**src/rtl/fifo_reader_if.sv**
```systemverilog
// +-----------------------------------------------------------------------------
// | Module      : fifo_reader_if
// | Description : FIFO read port plus valid/ready output stream of fifo_reader.
// | Revision    : 1.0  initial release
// +-----------------------------------------------------------------------------
`default_nettype none

interface fifo_reader_if #(
   parameter int DATA_WIDTH = 8
);
   logic                  fifo_empty;
   logic [DATA_WIDTH-1:0] fifo_data;
   logic                  r_en;
   logic                  m_valid;
   logic                  m_ready;
   logic [DATA_WIDTH-1:0] m_data;

   modport master (
      input  fifo_empty, fifo_data, m_ready,
      output r_en, m_valid, m_data
   );

   modport slave (
      output fifo_empty, fifo_data, m_ready,
      input  r_en, m_valid, m_data
   );
endinterface

`default_nettype wire

```
**src/rtl/fifo_reader.sv**
```systemverilog
// +-----------------------------------------------------------------------------
// | Module      : fifo_reader
// | Description : Drains a 1-cycle-latency FIFO into a registered valid/ready
// |               stream through a 2-entry buffer. Optional FIFO_READER_CNT_EN
// |               adds the rd_count delivered-word counter port.
// | Revision    : 1.0  initial release
// +-----------------------------------------------------------------------------
`default_nettype none

module fifo_reader #(
   parameter int DATA_WIDTH = 8,
   parameter int CNT_WIDTH  = 16
) (
   input  wire logic          clk,
   input  wire logic          rst,
   input  wire logic          enable,
   fifo_reader_if.master      bus,
   output logic               busy
`ifdef FIFO_READER_CNT_EN
   ,
   output logic [CNT_WIDTH-1:0] rd_count
`endif
);

   typedef enum logic [1:0] {
      S_IDLE  = 2'd0,
      S_RUN   = 2'd1,
      S_DRAIN = 2'd2
   } state_t;

   state_t                state_q, state_d;
   logic [1:0]            occ_q, occ_d;
   logic [1:0]            pend_q, pend_d;
   logic [DATA_WIDTH-1:0] head_q, head_d;
   logic [DATA_WIDTH-1:0] tail_q, tail_d;
   logic                  valid_q;
   logic                  busy_q;

   logic                  pop;
   logic                  capture;
   logic                  rd_issue;
   logic [2:0]            occ_sum;

   assign pop     = valid_q && bus.m_ready;
   assign capture = pend_q[0];
   // pop implies occ>=1, so the 3-bit sum never underflows
   assign occ_sum = {1'b0, occ_q} + {1'b0, pend_q} - {2'b00, pop};

   assign rd_issue = !rst && (state_q == S_RUN) && !bus.fifo_empty && (occ_sum <= 3'd1);

   always_comb begin
      state_d = state_q;
      head_d  = head_q;
      tail_d  = tail_q;
      occ_d   = occ_sum[1:0];
      pend_d  = {1'b0, rd_issue};

      if (pop) begin
         if (occ_q == 2'd2) begin
            head_d = tail_q;
            if (capture) begin
               tail_d = bus.fifo_data;
            end
         end else if (capture) begin
            head_d = bus.fifo_data;
         end
      end else if (capture) begin
         if (occ_q == 2'd0) begin
            head_d = bus.fifo_data;
         end else begin
            tail_d = bus.fifo_data;
         end
      end

      case (state_q)
         S_IDLE: begin
            if (enable) begin
               state_d = S_RUN;
            end
         end
         S_RUN: begin
            if (!enable) begin
               state_d = ((occ_sum != 3'd0) || rd_issue) ? S_DRAIN : S_IDLE;
            end
         end
         S_DRAIN: begin
            if (enable) begin
               state_d = S_RUN;
            end else if (occ_sum == 3'd0) begin
               state_d = S_IDLE;
            end
         end
         default: state_d = S_IDLE;
      endcase
   end

   always_ff @(posedge clk) begin
      if (rst) begin
         state_q <= S_IDLE;
         occ_q   <= 2'd0;
         pend_q  <= 2'd0;
         head_q  <= '0;
         tail_q  <= '0;
         valid_q <= 1'b0;
         busy_q  <= 1'b0;
      end else begin
         state_q <= state_d;
         occ_q   <= occ_d;
         pend_q  <= pend_d;
         head_q  <= head_d;
         tail_q  <= tail_d;
         valid_q <= (occ_d != 2'd0);
         busy_q  <= (state_d != S_IDLE);
      end
   end

   assign bus.r_en    = rd_issue;
   assign bus.m_valid = valid_q;
   assign bus.m_data  = head_q;
   assign busy        = busy_q;

`ifdef FIFO_READER_CNT_EN
   logic [CNT_WIDTH-1:0] cnt_q;

   always_ff @(posedge clk) begin
      if (rst) begin
         cnt_q <= '0;
      end else if (pop) begin
         cnt_q <= cnt_q + 1'b1;
      end
   end

   assign rd_count = cnt_q;
`else
   localparam int UNUSED_CNT_WIDTH = CNT_WIDTH;
`endif

   a_occ_max: assert property (@(posedge clk) disable iff (rst) occ_q <= 2'd2);

endmodule

`default_nettype wire

```
**src/flat_wrapper.sv**
```systemverilog
// flat-port wrapper written by rule: the top's interface ports become plain ports
module fifo_reader_flat 
#(
   parameter int DATA_WIDTH = 8,
   parameter int CNT_WIDTH  = 16
)
  (clk, rst, enable, busy, bus_fifo_empty, bus_fifo_data, bus_m_ready, bus_r_en, bus_m_valid, bus_m_data);
  fifo_reader_if #(.DATA_WIDTH(DATA_WIDTH)) bus_i ();
  input  wire logic clk;
  input  wire logic rst;
  input  wire logic enable;
  output logic busy;
  input wire logic [$bits(bus_i.fifo_empty)-1:0] bus_fifo_empty;
  input wire logic [$bits(bus_i.fifo_data)-1:0] bus_fifo_data;
  input wire logic [$bits(bus_i.m_ready)-1:0] bus_m_ready;
  output wire logic [$bits(bus_i.r_en)-1:0] bus_r_en;
  output wire logic [$bits(bus_i.m_valid)-1:0] bus_m_valid;
  output wire logic [$bits(bus_i.m_data)-1:0] bus_m_data;
  assign bus_i.fifo_empty = bus_fifo_empty;
  assign bus_i.fifo_data = bus_fifo_data;
  assign bus_i.m_ready = bus_m_ready;
  assign bus_r_en = bus_i.r_en;
  assign bus_m_valid = bus_i.m_valid;
  assign bus_m_data = bus_i.m_data;
  fifo_reader #(.DATA_WIDTH(DATA_WIDTH), .CNT_WIDTH(CNT_WIDTH)) u_core (.clk(clk), .rst(rst), .enable(enable), .bus(bus_i), .busy(busy));
endmodule
```
**config.mk**
```make
export PLATFORM = sky130hd
export DESIGN_NAME = fifo_reader_flat
export DESIGN_NICKNAME = d
export VERILOG_FILES = /design/src/rtl/fifo_reader_if.sv /design/src/rtl/fifo_reader.sv /design/src/flat_wrapper.sv
export SDC_FILE = /design/constraint.sdc
export NUM_CORES = 1
export LEC_CHECK = 0
export ABC_CLOCK_PERIOD_IN_PS = 2100
export CAP_MARGIN = 20
export CORE_MARGIN = 4
export CORE_UTILIZATION = 43
export CTS_CLUSTER_DIAMETER = 100
export DETAILED_ROUTE_END_ITERATION = 8
export PLACE_DENSITY = 0.7
export SYNTH_ARGS = -nofsm -noshare
export SYNTH_HDL_FRONTEND = slang
export SYNTH_SLANG_ARGS = --single-unit
```
**constraint.sdc**
```tcl
create_clock -name clk -period 2.1 [get_ports clk]
set_input_delay 0.315 -clock clk [delete_from_list [all_inputs] [get_ports clk]]
set_output_delay 0.315 -clock clk [all_outputs]
set_load 0.03 [all_outputs]
```
After elaboration in Yosys (flattened, before gate mapping). Cells that the tools add are included.

Logic and storage cells: 49. Flip-flop bits (word level): 24. Bits in writable memories: 0. Latch bits: 0. ROM bits: 0. Memories: 0.

Shifts and indexed selects: 0. $add $sub $neg: 2. Muxes and demuxes: 15. Bitwise gates (word level): 0. $mul: 0. Reductions and logical operators: 18. Eq/ne operators: 5. Div/mod/pow operators: 0. Magnitude comparators: 1.

Operators by type and width (number): 2-to-1 mux 8 bit (9); 2-to-1 mux 2 bit (5); nonzero test 2 bit (5); case mux 2 bit (3 select lines) (1); AND reduction 3 bit (2); equality test 2 bit (second input constant) (2); logical AND 1 bit (4); logical NOT 2 bit (2); adder 2 x 2 -> 3 bit (1); less-or-equal comparator 3 x 1 -> 1 bit (second input constant) (1); logical NOT 3 bit (1); nonzero test 3 bit (1); subtractor 3 x 1 -> 3 bit (1); equality test 2 x 1 -> 1 bit (second input constant) (1); logical NOT 1 bit (2); != test 2 x 1 -> 1 bit (second input constant) (1); != test 2 bit (second input constant) (1); logical OR 1 bit (1).

Depth between registers and ports, before layout. Gate-level depths: netlist (run 1).

Word-level depth: 9. Depth in mapped cells: 9. Gate-level depth less buffers: 9.

Worst setup path after synthesis (run 1). No wires, ideal clock.

Path kind: reg2out. From: reg u_core.valid_q (netlist: u_core.bus.m_valid). To: out bus_r_en. Stages on the path, launching flop included: 7. Data required time: 1785 ps. Slack: -344 ps. Path buffers: 0. Arrival: 2129 ps. Cell sequence: dfxtp_1 nand2_1 or2_2 nand2_1 ha_1 fa_1 nor3_4.

Longest elaborated chain between the ends: 4.

RTL lines: from (decl) (line fifo_reader.sv:36) `logic valid_q;`; from (signal assigned) (line fifo_reader.sv:112) `valid_q <= (occ_d != 2'd0);`; logical AND 1 bit (line fifo_reader.sv:44) `assign pop = valid_q && bus.m_ready;`; subtractor 3 x 1 -> 3 bit (line fifo_reader.sv:47) `assign occ_sum = {1'b0, occ_q} + {1'b0, pend_q} - {2'b00, pop};`; named net u_core.occ_sum[1] (line fifo_reader.sv:42) `logic [2:0] occ_sum;`; less-or-equal comparator 3 x 1 -> 1 bit (line fifo_reader.sv:49) `assign rd_issue = !rst && (state_q == S_RUN) && !bus.fifo_empty && (occ_sum <= 3'd1);`; logical AND 1 bit (line fifo_reader.sv:49); to (decl) (line flat_wrapper.sv:16) `output wire logic [$bits(bus_i.r_en)-1:0] bus_r_en;`.

The timed path passes the listed nets, and every way through them passes these cells.

Final worst setup path (run 1). Ends and elaborated chain as after synthesis.

==> metrics list, run 1 <==
* Sum of negative setup slack: -0.396 ns
* Switching power: 0.000478 W
- Max stage delay on crit path: 0.46 ns
- Final critical delay including setup and external delays: 2.30 ns
- CP top delay family: adder cells
* Kind of start point of the critical path: register
- Cells with a size suffix above 1 make up 25.4% of the layout.
* Fraction of synthesis flops using an asynchronous set or reset pin: 0%
- Synth area leader: dfxtp_1
- The congestion estimate from routability-driven global placement came to 0.788.
- Initial core utilization: 45.7%
* Residual antenna-violating net count after detailed routing: 0
- Worst Reg2Reg Path Length in Cells: 10
* FF-to-FF End: u_core.bus.m_valid
* Clk_lat worst skew: 0.30 ns
- STA classifies the critical path endpoint as an output port.
- Width of the die: 57.0 um
* Largest driver fanout on the critical path: 3
- Min-delay src: u_core.tail_q[4]
- Iteration count of the initial detailed-routing pass: 4
* Reg clk slew, reported paths: 0.12 ns
* Clock tree from TritonCTS: built
- The worst hold path was traced through 2 stages.
- Part of the power in combinational logic: 46.1%
- Root buf cell: clkbuf_4
* Areal power density over the cells: 945 nW/um^2
- From synthesis to final layout, the design area changed by 40.4%.
- For this block, the routed nets add up to 2.10 mm of wire.
- Buffers placed on the I/O ports in this run total 23.
- The largest individual stage delay along the critical path comes from the cell fa_2.
- TritonCTS created 3 clock buffers.
* Total of endpoints with negative setup slack in the final report: 4
- Via count of the routed design: 799
* P_leak: 0.587 nW
- Sequential cells burn 39.4% of the power.
- Launch instance of the worst register-to-register path: u_core.bus.m_valid
- For the final database, setup skew stands at 0.00444 ns.
- Initial antenna violation count: 0
- Entering global routing, the biggest net connects 20 pins.
- Dividing the detail-routed wire length by the instance count gives 13.3 um.
- At the worst endpoint, the arrival time is 1.98 ns.
* Number of DRC markers after the initial detailed-route iteration: 12
- Most frequently used flop master after synthesis: dfxtp_1
* DRC: 0
- CTS H-Tree Depth: 1
* Die Footprint: 3250 um^2
* Hold Path End: u_core.tail_q[4]
- Post-synthesis instance total: 97
* Max Fclk: 0.435 GHz
* Unrepaired setup endpoints after global routing: yes
- The clock network burns 14.5% of the power.
* Crit Path Category: register to output port
* Clock tree buffer depth: 2
* Required @ worst endpoint: 1.78 ns
* Share of Yosys cell area claimed by the top area cell type: 44.7%
- The design draws 0.00137 W.
- After the last flow step, the layout net total stands at 146.
* Switching Fraction: 35.0%
- Standard cell core area: 2250 um^2
- Final worst setup slack: -0.196 ns
- Share of the cycle needed by the critical path after routing: 109%
- In the global route stage, overall resource usage came out at 13.7%.
- Max-cap violations in this run came to 0.
- First-pass GRT wire length: 3.56 mm
- Worst setup slack for register-to-register paths: -0.10 ns
* Hold WS: 0.508 ns
- Number of enable flip-flop cells after synthesis: 0
- At the placement stage, the worst setup path has a slack of -0.455 ns.
- Maximum VDD drop: 728 uV
- After synthesis the netlist holds a flip-flop and latch count of 23.
- The number of slew-limit violations in the final report is 0.
- Rel. slew slack: 71.0%
* Proportion of synthesized chip area in sequential cells: 44.7%
* Per-cell via count in the routed design: 5.06
- Internal cell power: 0.000890 W
- Class of the worst hold path: register to register
* HPWL after detailed placement: 1.51 mm
- Counting every net in the synthesized netlist gives 112.
- GRT Residual Overflow: 0
- Hold Fails Final Rpt: 0
- For this design the top-level I/O count stands at 24.
- For the pin with the worst max-slew slack, the measured transition is 0.434 ns.
- Clock net sink count: 23
* Total standard cell area after synthesis: 1030 um^2
- Number of hold buffers added after CTS: 0
- The repair_antennas step left the layout with diodes totalling 0.
- The die is 57.0 um tall.
* Cells traversed along the worst timing path: nand2_4 > or2_4 > nand2_2 > ha_4 > fa_2 > nor3_4 > buf_6
- The number of global-route vias before repair was 869.
- Result of the run: complete, but fails checks
- In this run the core area contains 17 standard-cell rows.
* Unique masters post-synth: 26
- Failing checks: setup timing
- Synthesized area per cell: 10.6 um^2
- The number of buffers and inverters on the critical path is 1.
- For this run, the number of Yosys warnings is 0.
- Ranking of synthesized cells by area: dfxtp_1, mux2i_1, a221oi_1, nor2_1, a31oi_4
## worst reg2reg max path, delay by kind of cell (launching register included)
kind	cells	cell delay [ns]
flops	1	0.38
buf+inv	3	0.39
simple gates	5	0.76
fa+ha+maj	2	0.58
## per-layer routing
metal	vias up	GRT usage (%)	routed length, um
li1	412	-	-
met1	365	14.9	892
met2	18	25.9	1090
met3	4	2.71	104
met4	0	4.97	13
met5	-	0	0
## power by group through the flow
stage / Clock [W] / Sequential (W) / Combinational, W
2_1_floorplan: 0 / 0.000624 / 0.000224
3_3_place_gp: 0 / 0.000538 / 0.000478
3_5_place_dp: 0 / 0.000540 / 0.000491
4_1_cts: 0.000203 / 0.000536 / 0.000549
5_1_grt: 0.000222 / 0.000547 / 0.000676
6_report: 0.000199 / 0.000539 / 0.000630
## cells by family (layout without fill, tap and decap cells)
group | Yosys count | in the layout | share of synthesized area (%)
fa+ha+maj | 2 | 2 | 3.16
simple gates | 35 | 35 | 19.2
buf+inv | 5 | 38 | 1.82
mux | 16 | 16 | 15.5
flops | 23 | 23 | 44.7
xor+xnor | 2 | 2 | 1.70
compound gates | 14 | 14 | 14.0
## sequential cells by signal (all words and copies together), names as in the netlist
name and cells:
u_core.state_q 2, u_core.occ_q 2, u_core.bus.m_valid 1, u_core.tail_q 8, u_core.busy 1, u_core.bus.m_data 8
u_core.pend_q 1
## through the flow
step / area [um^2] / instances / utilization [%]
finish: 1450 / 158 / 64.2
detailed placement: 1340 / 151 / 59.5
floorplan: 1040 / 97 / -
CTS: 1420 / 157 / 62.8
global route: 1450 / 158 / 64.2
global placement: 1340 / 151 / 59.5
## Yosys cell counts, drive strengths merged, types with 2 or more instances
cell / number
xnor2: 2
mux2i: 16
nor2: 18
and2: 2
or2: 2
a221oi: 8
dfxtp: 23
nor2b: 3
clkbuf: 2
inv: 2
nor3: 3
nand2: 5
## repair_timing
| item | 4_1_cts | 5_1_grt |
|---|---|---|
| buffers inserted | 2 | 1 |
| pin swaps | 3 | 2 |
| setup endpoints to repair | 4 | 4 |
| gates cloned | 0 | 0 |
| resized for setup | 7 | 4 |
| endpoints found under the hold margin | 0 | 0 |
## worst max-delay path by stage
stage / start / to / cells past startpoint / slack, ns
after floorplan: u_core.bus.m_valid / bus_r_en / 6 / -0.02
final: u_core.bus.m_valid / bus_r_en / 7 / -0.20
after global routing: u_core.bus.m_valid / bus_r_en / 7 / -0.27
after global placement: bus_m_ready / bus_r_en / 8 / -0.43
after detailed placement: bus_m_ready / u_core.busy / 9 / -0.46
after CTS: u_core.bus.m_valid / bus_r_en / 7 / -0.22
## final cells by class
cell class,count,area (um^2)
Clock buffer,3,22.5
Tap cell,28,35.0
Timing Repair Buffer,32,302
Fill cell,204,807
Multi-Input combinational cell,69,612
Sequential cell,23,464
Inverter,2,7.51
Clock inverter,1,5.00
## cell usage in the layout, fill, tap and decap left out, drive strengths merged
master	n
clkdlybuf4s50	21
inv	2
or2	2
ha	1
a31oi	1
o21ai	1
nor3	3
a221oi	8
nor2	18
dfxtp	23
a21oi	1
dlygate4sd2	1
mux2i	16
o31a	1
nor2b	3
or4b	1
clkinv	1
and2	2
fa	1
xnor2	2
o21bai	1
o211a	1
nand2	5
clkbuf	3
buf	10
nand3	1
No activity file was read; power rests on OpenSTA's default activity.
==> inputs of run 2 (changes only) <==
- CORE_ASPECT_RATIO: not set -> 0.5
- CORE_UTILIZATION: 43 -> 35
- DONT_BUFFER_PORTS: not set -> 1
- GPL_TIMING_DRIVEN: not set -> 0
- PLACE_DENSITY: 0.7 -> 0.48
==> metrics list, run 2 (synthesis gave the netlist of run 1 again) <==
- The run finished, with violations left.
- Failing checks: setup timing
- Detailed-route wire length per cell: 16.2 um
- Unrepaired setup endpoints after global routing: yes
- Of the total power, the share spent switching nets is 35.2%.
- The routed layout has 724 vias.
- Combinational logic is responsible for 30.1% of the overall power.
- Max Fclk: 0.416 GHz
* Per-cell via count in the routed design: 5.06
- Global routing consumed, on the met1 layer, 13.7% of the routing resources.
- Layout Cell Area excl Fill: 1220 um^2
- Required @ worst endpoint: 1.78 ns
- The setup path with the least slack is of type register to output port.
- Num CTS Buffers: 3
- The worst setup path is launched from a register.
* Hold WS: 0.178 ns
- For this run, design rule violations remaining after detail routing come to 0.
- TritonCTS built the clock tree.
- The detailed router finished its first iteration with 33 violations.
* Largest net degree at the start of global routing: 14
- Die Footprint: 3930 um^2
- Clk_lat worst skew: 0.26 ns
* Internal cell power: 0.000837 W
- Of all nets on the critical path, the largest fanout is 4.
- Across the VDD grid, the largest voltage drop is 337 uV.
- Reg clk slew, reported paths: 0.07 ns
- Total of endpoints with negative setup slack in the final report: 4
- Leaving out fill and tap cells, the most frequent cell in the layout is dfxtp_1.
- Final worst setup slack: -0.305 ns
* Final critical delay including setup and external delays: 2.41 ns
- For this design, the sink count on the clock tree is 23.
- Class of the worst hold path: input pin to register
- Clock skew on the completed layout was measured at 0.00665 ns.
- Commonest cells after routing, fill and taps aside: dfxtp_1, nor2_1, mux2i_1, a221oi_1
* Share of the cycle needed by the critical path after routing: 115%
- Max-cap violations in this run came to 0.
* Worst-case setup slack after placement: -0.0972 ns
- The post-route netlist has 26.4% of its cells at a drive strength greater than 1.
- Standard cell core area: 2700 um^2
- After routing, the total negative slack on setup checks comes to -0.997 ns.
- The number of global-route vias before repair is 817.
- Switching power: 0.000454 W
* Filler cells: 283
* GR Layer Usage met3: 6.07%
- I/O pin cnt: 24
- The number of failing hold endpoints at the final stage came to 0.
- # nets final: 122
* Critical Path AT: 2.09 ns
- Instance area at placement: 1090 um^2
- Once detail routing completed, the nets flagged for antenna violations numbered 0.
* Initial core utilization: 38.2%
- Per report_power, the clock group accounts for 20.9% of the total.
- Initial antenna violation count: 0
* Areal power density over the cells: 1060 nW/um^2
- CTS H-Tree Depth: 1
- The first global-routing pass estimated 3.86 mm of wire.
- At the pin with the least slew margin, the transition time is 0.519 ns.
- Summed over all cells, the static leakage comes to 0.487 nW.
* Rel. slew slack: 65.4%
- Root buf cell: clkbuf_8
- From left edge to right edge, the die measures 84.8 um.
- Proportion of power drawn by flip-flops and latches: 49.0%
- Total wire length: 2.32 mm
* Vertical extent of the die: 46.4 um
* Clock tree buffer depth: 2
- In this run the tool buffered the top-level ports with 0 buffer cells.
- Fin. max-slew vios: 0
- Global routing consumed, on the met2 layer, 25.7% of the routing resources.
* HPWL after detailed placement: 1.66 mm
- The floorplan has 13 rows.
* Busiest metal layer after global routing: met2
- Global routing finished with a remaining overflow of 0.
* Gpl congestion: 0.727
- 0 antenna diodes ended up in the layout.
- The worst setup path is captured at an output port.
- The first detailed-routing pass ran for 3 iterations.
- Global routing used 13.1% of the available tracks across all layers.
* Synthesis-to-finish area growth: 18.3%
[run 2: cell types whose count changed in the layout (fill, tap and decap cells not counted), sizes merged]
| cell | change |
|---|---|
| clkbuf | +2 |
| clkdlybuf4s50 | -21 |
| buf | -4 |
| dlygate4sd2 | -1 |
[run 2: worst max-delay path: stages, from the launching register on]
cell and delay (ns):
dfxtp_4 0.45, nand2_4 0.07, or2_4 0.24, nand2_4 0.06, ha_4 0.13, fa_2 0.46, nor3_4 0.42
[run 2: final cells by class]
| cell class | instances | area [um^2] | share of cell area (%) |
|---|---|---|---|
| Buffer | 3 | 11.3 | 0.923 |
| Clock buffer | 3 | 41.3 | 3.38 |
| Clock inverter | 1 | 5.00 | 0.410 |
| Inverter | 2 | 7.51 | 0.615 |
| Multi-Input combinational cell | 69 | 599 | 49.1 |
| Sequential cell | 23 | 464 | 38.1 |
| Tap cell | 37 | 46.3 | 3.79 |
| Timing Repair Buffer | 5 | 45.0 | 3.69 |
[run 2: power by group through the flow]
stage	Clock, W	Combinational (W)	Sequential, W
2_1_floorplan	0	0.000224	0.000624
3_3_place_gp	0	0.000254	0.000635
3_5_place_dp	0	0.000261	0.000637
4_1_cts	0.000281	0.000375	0.000633
5_1_grt	0.000299	0.000427	0.000641
6_report	0.000270	0.000388	0.000633
[run 2: worst paths after layout]
path         slack, ns  depth (start not counted)                end          startpoint
max              -0.31                          6           bus_r_en  u_core.bus.m_valid
min               0.18                          1  u_core.state_q[0]              enable
max reg2reg      -0.28                         11        u_core.busy  u_core.bus.m_valid
min reg2reg       0.51                          2   u_core.tail_q[6]    u_core.tail_q[6]
[run 2: routing by layer]
layer | part of all wire (%) | vias to the layer above
met1 | 41 | 339
met4 | 0.47 | 0
met3 | 6.7 | 2
li1 | - | 366
met2 | 51 | 17
met5 | 0 | -
[run 2: repair_timing]
item | in CTS | in global routing
hold endpoints to repair | 0 | 0
endpoints found under the setup margin | 3 | 6
hold buffers | 0 | 0
setup buffers | 5 | 0
pin swaps | 6 | 0
resized for setup | 7 | 2
[run 2: metrics by stage]
step	utilization, %	total power (W)	cells
floorplan	-	0.000849	97
global placement	40.4	0.000889	134
detailed placement	40.4	0.000898	134
CTS	44.9	0.00129	143
global route	45.2	0.00137	143
finish	45.2	0.00129	143
==> inputs of run 3 (changes only) <==
- ABC_AREA: not set -> 1
==> metrics list, run 3 <==
- Synthesis-to-finish area growth: 16.6%
- Number of nets produced by synthesis: 174
- Counting the buffers created by CTS gives 3.
- Share of layout cells above drive strength 1: 16.6%
- Buffers placed on the I/O ports in this run total 0.
* Largest driver fanout on the critical path: 4
- The worst path uses 104% of the clock period.
- Die Footprint: 4050 um^2
- Synthesized area per cell: 6.71 um^2
- For this run, the total global-route usage over all layers was measured as 13.4%.
- Clock net sink count: 23
- No sink is reached through more buffers than the 2 on the longest clock path.
* Yosys warns: 0
- FF-to-FF End: u_core.busy
* Number of hold buffers added after CTS: 0
- Failing checks: setup timing
- Result of the run: complete, but fails checks
* Leading post-synthesis cells by instance count: nand2_1, inv_1, nor2_1
- Total wire length: 2.48 mm
- I/O pin cnt: 24
- The number of failing hold endpoints at the final stage came to 0.
* Post-synthesis sequential element count: 23
- Iteration count of the initial detailed-routing pass: 5
- Rel. slew slack: 65.9%
- Entering global routing, the biggest net connects 14 pins.
- The later pin in the worst-skew pair is clocked with a latency of 0.27 ns.
- Setup repair after global routing could not meet its margin everywhere.
- Row count: 13
* Initial core utilization: 38.8%
- Post-synthesis instance total: 159
* Proportion of synthesized chip area in sequential cells: 43.1%
* Final critical delay including setup and external delays: 2.17 ns
- Share of Yosys cell area claimed by the top area cell type: 43.1%
- In this run the horizontal extent of the chip is 86.1 um.
- The critical path starts at u_core.bus.m_valid.
- The number of antenna violations at the first check in global routing is 0.
* Number of diodes added for antenna fixing: 0
* Worst setup slack for register-to-register paths: 0.14 ns
- Max-cap violations in this run came to 0.
- In this run the power density over the cells is 1150 nW/um^2.
- Leaving out fill and tap cells, the most frequent cell in the layout is nand2_1.
- Hold Crit Depth: 2
- In the final routed layout, each cell accounts on average for 12.0 um.
- Crit Path Category: register to output port
- Class of the worst hold path: input pin to register
* CTS H-Tree Depth: 1
- TritonCTS built the clock tree.
- Sum of negative setup slack: -0.0736 ns
* Total standard cell area after synthesis: 1070 um^2
- The total area inside the core boundary comes to 2750 um^2.
- Crit. End Element: output port
- Worst-case setup slack after placement: -0.196 ns
- At the end of routability-driven placement, the weighted congestion stood at 0.749.
* Maximum VDD drop: 471 uV
- Max Fclk: 0.460 GHz
* P_leak: 0.596 nW
* Kind of start point of the critical path: register
- Fin. max-slew vios: 0
* Final worst setup slack: -0.0736 ns
- Setup violations remaining at the end of the flow were counted as 1.
* Hold Path End: u_core.state_q[0]
* Required @ worst endpoint: 1.78 ns
- Root buf cell: clkbuf_8
- Residual antenna-violating net count after detailed routing: 0
- Global routing finished with a remaining overflow of 0.
- Critical Path AT: 1.86 ns
* Top-count cell post-synth: nand2_1
- For this run, the post-layout net count is 185.
- Fraction of synthesis flops using an asynchronous set or reset pin: 0%
* Worst Reg2Reg Path Length in Cells: 12
- Commonest cells after routing, fill and taps aside: nand2_1, inv_1, nor2_1, dfxtp_1, nand3_1
- Vias in the first global route: 871
- Synth area leader: dfxtp_1
* Instance area at placement: 1110 um^2
- Min-delay src: enable
* Slew at the pin closest to its max-slew limit: 0.512 ns
- Layout Skew: 0.00541 ns
- By area the synthesized netlist is led by dfxtp_1, nand2_1, inv_1, nand3_1, nor2_1.
- Clock-pin slew was measured on the worst setup and hold paths at 0.08 ns.
* Vertical extent of the die: 47.0 um
- Most frequently used flop master after synthesis: dfxtp_1
* Launch instance of the worst register-to-register path: u_core.bus.m_valid
- Number of DRC markers after the initial detailed-route iteration: 63
* Via count of the routed design: 946
* Number of enable flip-flop cells after synthesis: 0
- Layout Cell Area excl Fill: 1240 um^2
- After detailed routing, the number of remaining DRC violations is 0.
- The first global-routing pass estimated 4.12 mm of wire.
- Per-cell via count in the routed design: 4.59
- HPWL after detailed placement: 1.75 mm
- Synthesis instantiated 18 different standard cells from the library.
==> run 3: layer usage <==
| metal | part of all wire (%) | vias up | GRT usage [%] |
|---|---|---|---|
| li1 | - | 506 | - |
| met1 | 49 | 421 | 16.5 |
| met2 | 44 | 15 | 23.0 |
| met3 | 6.0 | 4 | 5.08 |
| met4 | 0.69 | 0 | 2.84 |
| met5 | 0 | - | 0 |
==> run 3: power by group <==
part,internal [W],switching [W]
Combinational,0.000168,0.000259
Clock,0.000133,0.000154
Sequential,0.000528,0.000190
==> run 3: logic make-up (layout without fill, tap and decap cells) <==
logic type | after synthesis | in the layout | synth area share (%)
AOI/OAI and AO/OA | 19 | 19 | 8.91
xor gates and xnor gates | 1 | 1 | 0.821
adders and majority gates | 2 | 2 | 3.05
buffers and inverters | 34 | 44 | 12.3
DFF | 23 | 23 | 43.1
and+or+nand+nor | 80 | 80 | 31.8
==> run 3: critical path, cell delays in order, from the launching register on <==
cell and delay, ns:
dfxtp_4 0.44, nand3_2 0.09, nand2_1 0.07, inv_1 0.04
ha_2 0.17, fa_2 0.46, nor2_2 0.11, nand3_2 0.11
inv_4 0.12
==> run 3: worst max path at each step <==
stage	depth (start not counted)	endpoint	slack (ns)
after global placement	7	bus_r_en	-0.19
after global routing	9	bus_r_en	-0.19
after CTS	9	bus_r_en	-0.10
final	8	bus_r_en	-0.07
after detailed placement	7	bus_r_en	-0.20
after floorplan	7	bus_r_en	0.06
==> run 3: layout make-up <==
| class | instances | area, um^2 |
|---|---|---|
| fillers | 299 | 1500 |
| multi-input cells | 102 | 505 |
| flip-flops and latches | 23 | 468 |
| inverters | 32 | 123 |
| well taps | 37 | 46.3 |
| repair buffers | 6 | 45.0 |
| clock buffers | 3 | 41.3 |
| plain buffers | 2 | 11.3 |
| clock inverters | 1 | 5.00 |
==> run 3: through the flow <==
stage | hold slack [ns] | total power [W] | cells | utilization [%]
after global routing | 0.158 | 0.00154 | 206 | 45.3
after floorplan | 0.431 | 0.00101 | 159 | -
after global placement | 0.444 | 0.00110 | 196 | 40.6
final | 0.162 | 0.00143 | 206 | 45.3
after CTS | 0.159 | 0.00144 | 205 | 44.7
after detailed placement | 0.441 | 0.00110 | 196 | 40.6
==> run 3: timing repair <==
action	CTS	global route
pin swaps	6	1
setup buffers	5	1
gates resized for setup	10	3
endpoints found under the setup margin	2	2
